**src/rtl/conv_gpio_sequencer_pkg.sv**
```systemverilog
// Shared definitions for the GPIO command sequencer: opcodes, command/status bit
// positions and FSM state encoding.
package conv_gpio_sequencer_pkg;

  localparam logic [2:0] OP_NOP       = 3'd0;
  localparam logic [2:0] OP_WR_KERNEL = 3'd1;
  localparam logic [2:0] OP_WR_IMG    = 3'd2;
  localparam logic [2:0] OP_START     = 3'd3;
  localparam logic [2:0] OP_RD_RESULT = 3'd4;
  localparam logic [2:0] OP_CLR_DONE  = 3'd5;

  localparam int CMD_OP_LO   = 29;
  localparam int CMD_TOGGLE  = 28;
  localparam int CMD_ADDR_LO = 18;

  localparam int STAT_BUSY = 31;
  localparam int STAT_DONE = 30;
  localparam int STAT_ACK  = 29;
  localparam int STAT_ERR  = 28;

  typedef enum logic [1:0] {
    ST_IDLE      = 2'd0,
    ST_EXEC      = 2'd1,
    ST_READ_WAIT = 2'd2,
    ST_RUN       = 2'd3
  } state_t;

  function automatic logic op_is_legal(input logic [2:0] op);
    return (op <= OP_CLR_DONE);
  endfunction

endpackage

```
**src/rtl/conv_gpio_sequencer_cmd_decode.sv**
```systemverilog
// Command word decoder: toggle edge detect against the last consumed toggle,
// field extraction and opcode/kernel-index legality.
module conv_seq_cmd_decode
  import conv_gpio_sequencer_pkg::*;
#(
  parameter int GPIO_D     = 32,
  parameter int NB_ADDRESS = 10,
  parameter int BIT_LEN    = 8,
  parameter int M_LEN      = 3
) (
  input  logic                  clk,
  input  logic                  rst,
  input  logic [GPIO_D-1:0]     cmd_word,
  input  logic                  consume,
  output logic                  new_cmd,
  output logic [2:0]            opcode,
  output logic                  toggle,
  output logic [NB_ADDRESS-1:0] addr,
  output logic [BIT_LEN-1:0]    data,
  output logic                  cmd_ok
);

  logic prev_toggle_r;
  logic idx_ok_s;

  // Previous toggle only advances when the sequencer actually takes the command,
  // so a command arriving while a run is finishing stays pending.
  always_ff @(posedge clk or posedge rst) begin
    if (rst) begin
      prev_toggle_r <= 1'b0;
    end else if (consume) begin
      prev_toggle_r <= cmd_word[CMD_TOGGLE];
    end
  end

  assign toggle   = cmd_word[CMD_TOGGLE];
  assign new_cmd  = (cmd_word[CMD_TOGGLE] != prev_toggle_r);
  assign opcode   = cmd_word[CMD_OP_LO +: 3];
  assign addr     = cmd_word[CMD_ADDR_LO +: NB_ADDRESS];
  assign data     = cmd_word[BIT_LEN-1:0];
  assign idx_ok_s = ({28'd0, cmd_word[CMD_ADDR_LO +: 4]} < 32'(M_LEN * M_LEN));
  assign cmd_ok   = op_is_legal(opcode) && ((opcode != OP_WR_KERNEL) || idx_ok_s);

endmodule

```
**src/rtl/conv_gpio_sequencer.sv**
```systemverilog
// GPIO command sequencer for the 2D convolution datapath.
// Optional sticky error flag in status[28] enabled by defining CONV_SEQ_ERR_EN.
module conv_gpio_sequencer
  import conv_gpio_sequencer_pkg::*;
#(
  parameter int BIT_LEN    = 8,
  parameter int M_LEN      = 3,
  parameter int NB_ADDRESS = 10,
  parameter int RAM_WIDTH  = 13,
  parameter int GPIO_D     = 32
) (
  input  logic                  CLK100MHZ,
  input  logic                  reset,
  input  logic [GPIO_D-1:0]     gpio_o_data_tri_o,
  output logic [GPIO_D-1:0]     gpio_i_data_tri_i,
  output logic                  o_kernel_we,
  output logic [3:0]            o_kernel_idx,
  output logic [BIT_LEN-1:0]    o_kernel_data,
  output logic                  o_ram_we,
  output logic                  o_ram_re,
  output logic [NB_ADDRESS-1:0] o_ram_addr,
  output logic [BIT_LEN-1:0]    o_ram_data,
  input  logic [RAM_WIDTH-1:0]  i_ram_rdata,
  output logic                  o_conv_start,
  input  logic                  i_conv_done
);

  state_t state_r, state_d, ret_s;

  logic                  new_cmd_s, toggle_s, cmd_ok_s, consume_s, err_s;
  logic [2:0]            opcode_s;
  logic [NB_ADDRESS-1:0] addr_s;
  logic [BIT_LEN-1:0]    data_s;

  logic [2:0]            op_r;
  logic                  toggle_r;
  logic [NB_ADDRESS-1:0] addr_r;
  logic [BIT_LEN-1:0]    data_r;
  logic                  kernel_we_r, ram_we_r, ram_re_r, start_r;
  logic                  kernel_we_d, ram_we_d, ram_re_d, start_d;
  logic                  busy_r, done_r, ack_r;
  logic                  busy_d, done_d, ack_d;
  logic [RAM_WIDTH-1:0]  rdata_r, rdata_d;
  logic                  run_end_s;

  conv_seq_cmd_decode #(
    .GPIO_D    (GPIO_D),
    .NB_ADDRESS(NB_ADDRESS),
    .BIT_LEN   (BIT_LEN),
    .M_LEN     (M_LEN)
  ) u_decode (
    .clk     (CLK100MHZ),
    .rst     (reset),
    .cmd_word(gpio_o_data_tri_o),
    .consume (consume_s),
    .new_cmd (new_cmd_s),
    .opcode  (opcode_s),
    .toggle  (toggle_s),
    .addr    (addr_s),
    .data    (data_s),
    .cmd_ok  (cmd_ok_s)
  );

  // A done pulse only counts while a run is in flight.
  assign run_end_s = busy_r && i_conv_done;

  always_ff @(posedge CLK100MHZ or posedge reset) begin
    if (reset) begin
      state_r <= ST_IDLE;
    end else begin
      state_r <= state_d;
    end
  end

  always_comb begin
    state_d     = state_r;
    ret_s       = (busy_r && !i_conv_done) ? ST_RUN : ST_IDLE;
    consume_s   = 1'b0;
    kernel_we_d = 1'b0;
    ram_we_d    = 1'b0;
    ram_re_d    = 1'b0;
    start_d     = 1'b0;
    busy_d      = busy_r;
    done_d      = done_r;
    ack_d       = ack_r;
    rdata_d     = rdata_r;
    if (run_end_s) begin
      busy_d = 1'b0;
      done_d = 1'b1;
    end else begin
      busy_d = busy_r;
    end
    case (state_r)
      ST_IDLE: begin
        if (new_cmd_s) begin
          consume_s   = 1'b1;
          state_d     = ST_EXEC;
          kernel_we_d = (opcode_s == OP_WR_KERNEL) && cmd_ok_s;
          ram_we_d    = (opcode_s == OP_WR_IMG);
          start_d     = (opcode_s == OP_START);
          ram_re_d    = (opcode_s == OP_RD_RESULT);
        end else begin
          state_d = ST_IDLE;
        end
      end
      // Writes and START are dropped while running; reads still go through.
      ST_RUN: begin
        if (i_conv_done) begin
          state_d = ST_IDLE;
        end else if (new_cmd_s) begin
          consume_s = 1'b1;
          state_d   = ST_EXEC;
          ram_re_d  = (opcode_s == OP_RD_RESULT);
        end else begin
          state_d = ST_RUN;
        end
      end
      ST_EXEC: begin
        ack_d = toggle_r;
        case (op_r)
          OP_START: begin
            if (!busy_r) begin
              busy_d = 1'b1;
              done_d = 1'b0;
              ret_s  = ST_RUN;
            end else begin
              ret_s = ret_s;
            end
          end
          OP_RD_RESULT: ack_d  = ack_r;
          OP_CLR_DONE:  done_d = run_end_s;
          default:      ack_d  = toggle_r;
        endcase
        state_d = (op_r == OP_RD_RESULT) ? ST_READ_WAIT : ret_s;
      end
      ST_READ_WAIT: begin
        rdata_d = i_ram_rdata;
        ack_d   = toggle_r;
        state_d = ret_s;
      end
      default: state_d = ST_IDLE;
    endcase
  end

  always_ff @(posedge CLK100MHZ or posedge reset) begin
    if (reset) begin
      op_r        <= 3'd0;
      toggle_r    <= 1'b0;
      addr_r      <= '0;
      data_r      <= '0;
      kernel_we_r <= 1'b0;
      ram_we_r    <= 1'b0;
      ram_re_r    <= 1'b0;
      start_r     <= 1'b0;
      busy_r      <= 1'b0;
      done_r      <= 1'b0;
      ack_r       <= 1'b0;
      rdata_r     <= '0;
    end else begin
      kernel_we_r <= kernel_we_d;
      ram_we_r    <= ram_we_d;
      ram_re_r    <= ram_re_d;
      start_r     <= start_d;
      busy_r      <= busy_d;
      done_r      <= done_d;
      ack_r       <= ack_d;
      rdata_r     <= rdata_d;
      if (consume_s) begin
        op_r     <= opcode_s;
        toggle_r <= toggle_s;
        addr_r   <= addr_s;
        data_r   <= data_s;
      end
    end
  end

`ifdef CONV_SEQ_ERR_EN
  logic fault_r, err_r, err_d;

  always_ff @(posedge CLK100MHZ or posedge reset) begin
    if (reset) begin
      fault_r <= 1'b0;
      err_r   <= 1'b0;
    end else begin
      err_r <= err_d;
      if (consume_s) begin
        fault_r <= ~cmd_ok_s;
      end
    end
  end

  // Sticky until CLR_DONE: illegal opcode, bad kernel index, or a dropped command.
  always_comb begin
    err_d = err_r;
    if (state_r == ST_EXEC) begin
      if (op_r == OP_CLR_DONE) begin
        err_d = 1'b0;
      end else if (fault_r) begin
        err_d = 1'b1;
      end else if (busy_r && ((op_r == OP_WR_KERNEL) || (op_r == OP_WR_IMG) ||
                              (op_r == OP_START))) begin
        err_d = 1'b1;
      end else begin
        err_d = err_r;
      end
    end else begin
      err_d = err_r;
    end
  end

  assign err_s = err_r;
`else
  assign err_s = 1'b0;
`endif

  assign o_kernel_we   = kernel_we_r;
  assign o_kernel_idx  = addr_r[3:0];
  assign o_kernel_data = data_r;
  assign o_ram_we      = ram_we_r;
  assign o_ram_re      = ram_re_r;
  assign o_ram_addr    = addr_r;
  assign o_ram_data    = data_r;
  assign o_conv_start  = start_r;

  assign gpio_i_data_tri_i = {busy_r, done_r, ack_r, err_s,
                              {(GPIO_D-4-RAM_WIDTH){1'b0}}, rdata_r};

endmodule

```
**config.mk**
```make
export PLATFORM = sky130hd
export DESIGN_NAME = conv_gpio_sequencer
export DESIGN_NICKNAME = d
export VERILOG_FILES = /design/src/rtl/conv_gpio_sequencer_pkg.sv /design/src/rtl/conv_gpio_sequencer_cmd_decode.sv /design/src/rtl/conv_gpio_sequencer.sv
export SDC_FILE = /design/constraint.sdc
export NUM_CORES = 1
export LEC_CHECK = 0
export ABC_AREA = 1
export ABC_CLOCK_PERIOD_IN_PS = 2340
export CAP_MARGIN = 10
export CORE_ASPECT_RATIO = 0.9
export CORE_UTILIZATION = 46
export CTS_BUF_LIST = sky130_fd_sc_hd__clkbuf_8
export DETAILED_ROUTE_END_ITERATION = 10
export PLACE_DENSITY = 0.89
export SYNTH_ARGS = -nofsm -noshare
export SYNTH_HDL_FRONTEND = slang
export SYNTH_HIERARCHICAL = 1
export SYNTH_SLANG_ARGS = --single-unit
```
**constraint.sdc**
```tcl
create_clock -name CLK100MHZ -period 2.34 [get_ports CLK100MHZ]
set_input_delay 0.585 -clock CLK100MHZ [delete_from_list [all_inputs] [get_ports CLK100MHZ]]
set_output_delay 0.585 -clock CLK100MHZ [all_outputs]
set_load 0.05 [all_outputs]
```
# == After elaboration in Yosys (flattened, before gate mapping) ==
# Cells that the tools add are included.
# word_totals
register_bits,44
in_bits,48
output_inout_bits,66
wordCells,67
# op_classes
order_cmp,2
eq_ne,13
muxes,30
n_reduce_logical,9
# op_table
cell,count
2-to-1 mux 1 bit,19
2-to-1 mux 2 bit,6
== test 3 x 2 -> 1 bit (second input constant),3
== test 3 bit (second input constant),3
one-hot mux 1 bit (2 select lines),4
one-hot mux 2 bit (4 select lines),1
== test 2 bit (second input constant),2
logical AND 1 bit,4
< comparator 4 bit (second input constant),1
== test 3 x 1 -> 1 bit (second input constant),1
<= comparator 3 bit (second input constant),1
inequality test 3 x 1 -> 1 bit (second input constant),1
== test 2 x 1 -> 1 bit (second input constant),1
zero test 2 bit,1
inequality test 2 bit (second input constant),1
AND reduction 2 bit,1
nonzero test 2 bit,1
zero test 1 bit,1
logical OR 1 bit,1
inequality test 1 bit,1

# == Depth between registers and ports, before layout ==
# Gate-level depths: netlist of the first run.
# logic_depth
depth_word,7
ltp_mapped,9
depth_no_buf,8

# == By module ==
# Netlist of the first run, hierarchy kept.
# modules_own_cells
module,n_inst,cells_each,area_per_inst_um2,seq_area_each_um2
conv_gpio_sequencer,1,244,2144.6,1101.1
conv_seq_cmd_decode,1,39,257.7,25.0

# == Worst setup path after synthesis of the first run ==
# Ideal clock, no wire load.
# synth_path
kind,input-to-reg
from,input port gpio_o_data_tri_o[28]
to,"register data_r[0], in the netlist o_kernel_data[0]"
setup_time_ns,0.118
arrival_time_ns,1.400
t_required_ns,2.222
setup_slack_ns,0.823
stages,5
path_buffers,1
path_cell_list,xor2_1 -> nand3_4 -> buf_2 -> nand2_1 -> nand2_1
# synth_via
elab_chain_cells,4
# synth_rtl
element,line_no,source
start: declaration,conv_gpio_sequencer.sv:14,"input logic [GPIO_D-1:0] gpio_o_data_tri_o,"
inequality test 1 bit *,conv_gpio_sequencer_cmd_decode.sv:37,assign new_cmd = (cmd_word[CMD_TOGGLE] != prev_toggle_r);
2-to-1 mux 1 bit *,"conv_gpio_sequencer.sv:95, conv_gpio_sequencer.sv:110",
2-to-1 mux 1 bit,conv_gpio_sequencer.sv:108,if (i_conv_done) begin
one-hot mux 1 bit (2 select lines) *,conv_gpio_sequencer.sv:93,case (state_r)
end signal: assignment,conv_gpio_sequencer.sv:172,data_r <= data_s;
end: declaration,conv_gpio_sequencer.sv:38,logic [BIT_LEN-1:0] data_r;
# Mark *: on every way between the ends. The rest lies on a longest branch, timed or not.
# A chain may end at the register's enable or synchronous reset.

# == Worst setup path after layout of the first run ==
# layout_path
from,register busy_r
to,output port gpio_i_data_tri_i[31]
# layout_lines
element,line_no,source
start: declaration,conv_gpio_sequencer.sv:41,"logic busy_r, done_r, ack_r;"
start signal: assignment,conv_gpio_sequencer.sv:164,busy_r <= busy_d;
end: declaration,conv_gpio_sequencer.sv:15,"output logic [GPIO_D-1:0] gpio_i_data_tri_i,"
# No word-level cell between the ends.

==> qor.yml, run 1 <==
status:
  run_status: "complete, no violations"
clocking:
  hold_buffers: 0
  post_cts_resized: 0
  clkLatencyLatePin_ns: 0.29
  post_cts_buffers: 0
  clockBufferDepth: 2
  clockRootBuffer: "clkbuf_8"
  cts_buffers: 5
  cts_tree: "done"
  clock_sinks: 45
  cts.reportedPaths.clkPinSlew_ns: 0.08
  cts-htree-levels: 2
floorplanning:
  floorplan.die_area_um2: 5520
  chipHeight_um: 70.6
  core_region_area_um2: 4920
  die_w_um: 78.2
  core.rowCount: 24
  start_util: 0.488
  num_io_pins: 114
layout:
  area_delta_synth_final_pct: 29.9
  fin_nets: 391
  num-fill-cells: 409
  diodes: 0
  drive_gt1_frac: 0.0826
critical_path:
  path_max_fanout: 5
  r2r_cells: 7
  worstReg2RegStart: "state_r[0]"
  end_kind: "output pin"
  cp_slowest_stage_delay_ns: 0.83
  reg2reg_slack_ns: 0.71
  crit_buf_inv: 1
  path_cells: "clkdlybuf4s50_1"
  cp_slowest_cell: "clkdlybuf4s50_1"
  r2r_end: "ack_r"
  critPathLaunchType: "flip-flop"
  cp.required_ns: 1.75
  cp.arrival_ns: 1.52
  cp_top_family: "buffers and inverters"
  path_class: "reg2out"
pwr:
  power_leakage_nw: 1.56
  pwr-share-seq: 0.265
  clockPowerShare: 0.113
  switching_share: 0.517
  combPwrFrac: 0.622
  p_per_area_nw_per_um2: 1650
  vdd_drop_max_v: 0.00102
  p_sw_mw: 2.66
  internal_power_mw: 2.49
timing:
  finalSetupTns_ns: 0
  fin_skew_ns: 0.00723
  finalCriticalPeriod_ns: 2.10
  slew_violations: 0
  hold_viol: 0
  worst_slew_pin_slew_ns: 0.522
  max_freq_mhz: 475
  holdWs_ns: 0.463
  period_share: 0.899
  slew_headroom: 0.651
  setup_viol: 0
  rsz0062_at_grt: "no"
global_routing:
  first_global_vias: 1658
  grt_pass1_wl_mm: 7.52
  grt_overflow: 0
  antenna_found_initial: 0
  grt_usage: 0.172
  grt_max_degree: 30
route:
  ant_nets: 0
  drc_errors: 0
  vias: 1809
  drt-vias-per-instance: 4.48
  drt_first_iter_violations: 83
  totalWireLength_mm: 4.73
  dr.pass1.iters: 4
  wl_per_cell_um: 11.7
flow_run:
  maxCapViolations: 0
synthesis:
  avgSynthCellArea_um2: 8.49
  synth_ff_type: "dfrtp_1"
  ys_ff_latch: 45
  yosysSeqAreaShare: 0.469
  synth_edf_count: 0
  yosysUniqueCellTypes: 23
  synth_area_um2: 2400
  synthArstFlopShare: 1.00
  synth_warnings: 6
  synthCells: 283
worst_hold_path:
  min_path_type: "in2async"
placement:
  io_buffers: 87
  hpwlAfterDp_mm: 3.58
  gp_congestion: 0.850
placed cells by master (no fill, tap or decap):
cell,Yosys,final
nand3_1,4,4
xnor2_1,1,1
nand4_1,1,1
inv_4,1,1
nand2_1,110,110
buf_12,1,1
nand2_2,9,9
inv_2,1,2
o21ai_0,9,9
clkdlybuf4s50_1,0,87
inv_1,20,20
clkbuf_8,0,6
buf_4,53,4
xor2_1,1,1
dfrtp_1,45,45
nor2_1,8,8
nand3_4,1,1
nor3_1,1,1
conb_1,1,16
bufinv_16,0,1
a21oi_1,3,3
nand2_4,2,2
ha_1,5,5
nor4_4,1,1
cell type report:
| type | instances | area [um2] | area share |
|---|---|---|---|
| Clock inverter | 2 | 33.8 | 0.0108 |
| Multi-Input combinational cell | 172 | 792 | 0.254 |
| Timing Repair Buffer | 92 | 921 | 0.295 |
| Tap cell | 65 | 81.3 | 0.0261 |
| Inverter | 22 | 85.1 | 0.0273 |
| Sequential cell | 45 | 1130 | 0.361 |
| Clock buffer | 6 | 82.6 | 0.0265 |
worst max path at each step:
stage	end	startpoint	depth (start not counted)
final	gpio_i_data_tri_i[31]	busy_r	1
after global routing	gpio_i_data_tri_i[31]	busy_r	1
after CTS	gpio_i_data_tri_i[31]	busy_r	1
after detailed placement	u_decode/prev_toggle_r	gpio_o_data_tri_o[28]	5
after global placement	u_decode/prev_toggle_r	gpio_o_data_tri_o[28]	5
after floorplan	ack_r	reset	1
cell families (layout without fill, tap and decap cells):
family,after synthesis,in the layout,share of synthesized area
simple gates,137,137,0.246
xor+xnor,2,2,0.00729
fa+ha+maj,5,5,0.0260
compound gates,12,12,0.0250
flops,45,45,0.469
other cells,1,16,0.00156
buf+inv,81,122,0.225
synthesized netlist by cell type, types with 2 or more instances:
cell       n  share of area
buf_6      2         0.0094
nand3_1    4         0.0083
o21ai_0    9          0.019
nand2_2    9          0.023
buf_4     53           0.17
dfrtp_1   45           0.47
ha_1       5          0.026
buf_2      3         0.0062
nand2_4    2         0.0094
nand2_1  110           0.17
a21oi_1    3         0.0062
nor2_1     8          0.013
inv_1     20          0.031
flip-flops by register name (all words and copies together), names as in the netlist:
register and cells:
o_ram_we 1, rdata_r 13, done_r 1, o_kernel_we 1, o_kernel_data 8, op_r 3
u_decode/prev_toggle_r 1, state_r 2, o_conv_start 1, o_ram_addr 10, toggle_r 1, busy_r 1
o_ram_re 1, ack_r 1
power groups by stage:
| stage | Combinational (mW) | Clock, mW | Sequential, mW |
|---|---|---|---|
| after floorplan | 1.52 | 0 | 2.28 |
| after global placement | 3.15 | 0 | 1.36 |
| after detailed placement | 3.23 | 0 | 1.38 |
| after CTS | 3.24 | 0.603 | 1.37 |
| after global routing | 3.41 | 0.627 | 1.41 |
| final | 3.21 | 0.582 | 1.37 |
metrics by stage:
| stage | power (mW) | std cells | setup slack [ns] | utilization | area, um2 |
|---|---|---|---|---|---|
| CTS | 5.20 | 404 | 0.217 | 0.634 | 3120 |
| floorplan | 3.80 | 298 | 0.724 | - | 2460 |
| finish | 5.15 | 404 | 0.236 | 0.634 | 3120 |
| detailed placement | 4.60 | 396 | 0.192 | 0.610 | 3010 |
| global placement | 4.51 | 396 | 0.228 | 0.610 | 3010 |
| global route | 5.45 | 404 | 0.163 | 0.634 | 3120 |
per-layer routing:
layer | share of wire | GRT usage
met1 | 0.44 | 0.224
met5 | 0 | 0
met4 | 0.0046 | 0.0329
met3 | 0.086 | 0.0490
met2 | 0.47 | 0.289
(Power assumes the default switching activity.)
==> run 2: changes to the inputs <==
--- a/config.mk
+++ b/config.mk
@@ -12,6 +12,7 @@
 export CORE_UTILIZATION = 46
 export CTS_BUF_LIST = sky130_fd_sc_hd__clkbuf_8
 export DETAILED_ROUTE_END_ITERATION = 10
+export GPL_ROUTABILITY_DRIVEN = 0
 export PLACE_DENSITY = 0.89
 export SYNTH_ARGS = -nofsm -noshare
 export SYNTH_HDL_FRONTEND = slang
==> results of run 2 <==
The final DEF is identical to that of run 1; final timing and power are the same.
==> run 3: changes to the inputs <==
==> constraint.sdc (replaced) <==
create_clock -name CLK100MHZ -period 2.34 [get_ports CLK100MHZ]
set_input_delay 0.585 -clock CLK100MHZ [delete_from_list [all_inputs] [get_ports CLK100MHZ]]
set_output_delay 0.585 -clock CLK100MHZ [all_outputs]
set_load 0.1 [all_outputs]
==> run 3 against run 2 <==
  * Setup slack improved by 0.27 ns
  * Highest routed layer unchanged
  * Sequential share of layout area increased by 1.7 points
  * Maximum frequency rose by 15%
  * Largest cell class unchanged
==> qor.yml, run 3 (synthesized netlist as in run 1, its figures left out) <==
status:
  run_status: "complete, no violations"
critical_path:
  path_max_fanout: 21  # +16
  cp_top_family: "buffers and inverters"
  end_kind: "flip-flop"
  crit_buf_inv: 2  # +1
  cp_slowest_stage_delay_ns: 0.51  # -0.32 ns
  r2r_cells: 7  # unchanged
  path_cells: "clkdlybuf4s50_1, xor2_1, nand3_4, inv_4, o21ai_0"
  critPathLaunchType: "input pin"
  path_class: "in2reg"
  startpoint: "gpio_o_data_tri_o[28]"
  worstReg2RegStart: "state_r[0]"
  cp_slowest_cell: "clkdlybuf4s50_1"
  reg2reg_slack_ns: 0.68  # -0.03 ns
  r2r_end: "ack_r"
  crit_end: "u_decode/prev_toggle_r"
  cp.arrival_ns: 1.99  # +0.47 ns
  cp.depth: 5  # +4
  cp.required_ns: 2.50  # +0.75 ns
flow_run:
  maxCapViolations: 0  # unchanged
layout:
  diodes: 0  # unchanged
  num-fill-cells: 417  # +2.0%
  drive_gt1_frac: 0.233  # +0.150
  area_delta_synth_final_pct: 24.1
  utilization: 0.605  # -0.0285
  final_cell_mix: "nand2_1 (110), buf_4 (54), dfrtp_1 (45)"
  fin_nets: 391  # unchanged
  fin_area_um2: 2980  # -4.5%
  layout_commonest_cell: "nand2_1"
  largest_reg_flops: 13  # unchanged
  regMostFlops: "rdata_r"
route:
  drc_errors: 0  # unchanged
  dr.pass1.iters: 5  # +1
  wl_per_cell_um: 11.6  # -0.97%
  totalWireLength_mm: 4.69  # -0.97%
  vias: 1778  # -1.7%
  drt_first_iter_violations: 121  # +46%
  drt-vias-per-instance: 4.40  # -1.7%
  ant_nets: 0  # unchanged
timing:
  hold_viol: 0  # unchanged
  fin_skew_ns: 0.00350  # -0.00373 ns
  finalSetupTns_ns: 0  # unchanged
  slew_violations: 0  # unchanged
  max_freq_mhz: 546  # +15%
  holdWs_ns: 0.475  # +0.0120 ns
  rsz0062_at_grt: "no"
  period_share: 0.782  # -0.117
  finalCriticalPeriod_ns: 1.83  # -0.273 ns
  setup_viol: 0  # unchanged
global_routing:
  grtUsageMet2: 0.302  # +0.0127
  grt_use_met3: 0.0555  # +0.00645
  grt_max_degree: 26  # -13%
  grt_pass1_wl_mm: 7.60  # +1.0%
  antenna_found_initial: 0  # unchanged
  met1_usage: 0.215  # -0.00976
  gr-max-usage-layer: "met2"
  first_global_vias: 1687  # +1.7%
  grt_overflow: 0  # unchanged
  grt_usage: 0.177  # +0.00456
clocking:
  cts_buffers: 5  # unchanged
  clock_sinks: 45  # unchanged
  cts_tree: "done"
  cts-htree-levels: 2  # unchanged
  post_cts_resized: 0  # unchanged
  cts.reportedPaths.clkPinSlew_ns: 0.07  # about the same
  clkLatencyLatePin_ns: 0.29  # about the same
  hold_buffers: 0  # unchanged
  clockBufferDepth: 2  # unchanged
  post_cts_buffers: 0  # unchanged
  clockRootBuffer: "clkbuf_8"
worst_hold_path:
  min_path_type: "in2async"
floorplanning:
  die_w_um: 78.2  # unchanged
  num_io_pins: 114  # unchanged
  core.rowCount: 24  # unchanged
  start_util: 0.488  # unchanged
  core_region_area_um2: 4920  # unchanged
  chipHeight_um: 70.6  # unchanged
  floorplan.die_area_um2: 5520  # unchanged
placement:
  io_buffers: 87  # unchanged
  hpwlAfterDp_mm: 3.55  # -0.61%
  placed_area_um2: 2880  # -4.2%
==> run 3: worst reg2reg max path, stage by stage, from the launching register on <==
cell and delay (ns):
dfrtp_1 0.39, inv_1 0.10, ha_1 0.20, buf_4 0.18
inv_1 0.33, o21ai_0 0.20, nand2_1 0.08, o21ai_0 0.07
==> run 3: cell type report <==
cell class | instances | area, um2 | share of cell area
multi-input cells | 172 | 792 | 0.266
repair buffers | 92 | 796 | 0.267
clock buffers | 7 | 96.3 | 0.0323
well taps | 65 | 81.3 | 0.0273
flip-flops and latches | 45 | 1130 | 0.378
clock inverters | 1 | 5.00 | 0.00168
inverters | 22 | 85.1 | 0.0285
==> run 3: worst min path at each step <==
stage               start  depth (start not counted)  slack [ns]                endpoint
2_1_floorplan       reset                          1        0.31  u_decode/prev_toggle_r
3_3_place_gp   rdata_r[2]                          2        0.45              rdata_r[2]
3_5_place_dp   rdata_r[5]                          2        0.46              rdata_r[5]
4_1_cts             reset                          2        0.48  u_decode/prev_toggle_r
5_1_grt             reset                          2        0.49  u_decode/prev_toggle_r
6_report            reset                          2        0.48  u_decode/prev_toggle_r
==> run 3: through the flow <==
stage | cells | worst slack [ns]
after floorplan | 298 | 0.415
after global placement | 396 | 0.223
after detailed placement | 396 | 0.179
after CTS | 404 | 0.490
after global routing | 404 | 0.416
final | 404 | 0.509
==> run 3: per-layer routing <==
layer / vias up / routed length [um]
met5: - / 0
met4: 0 / 48
met3: 6 / 361
met2: 77 / 2190
met1: 802 / 2090
li1: 893 / -
Power of run 3 is not shown: default switching activity piles up to over one toggle a cycle in this logic, so the estimate is an artifact.
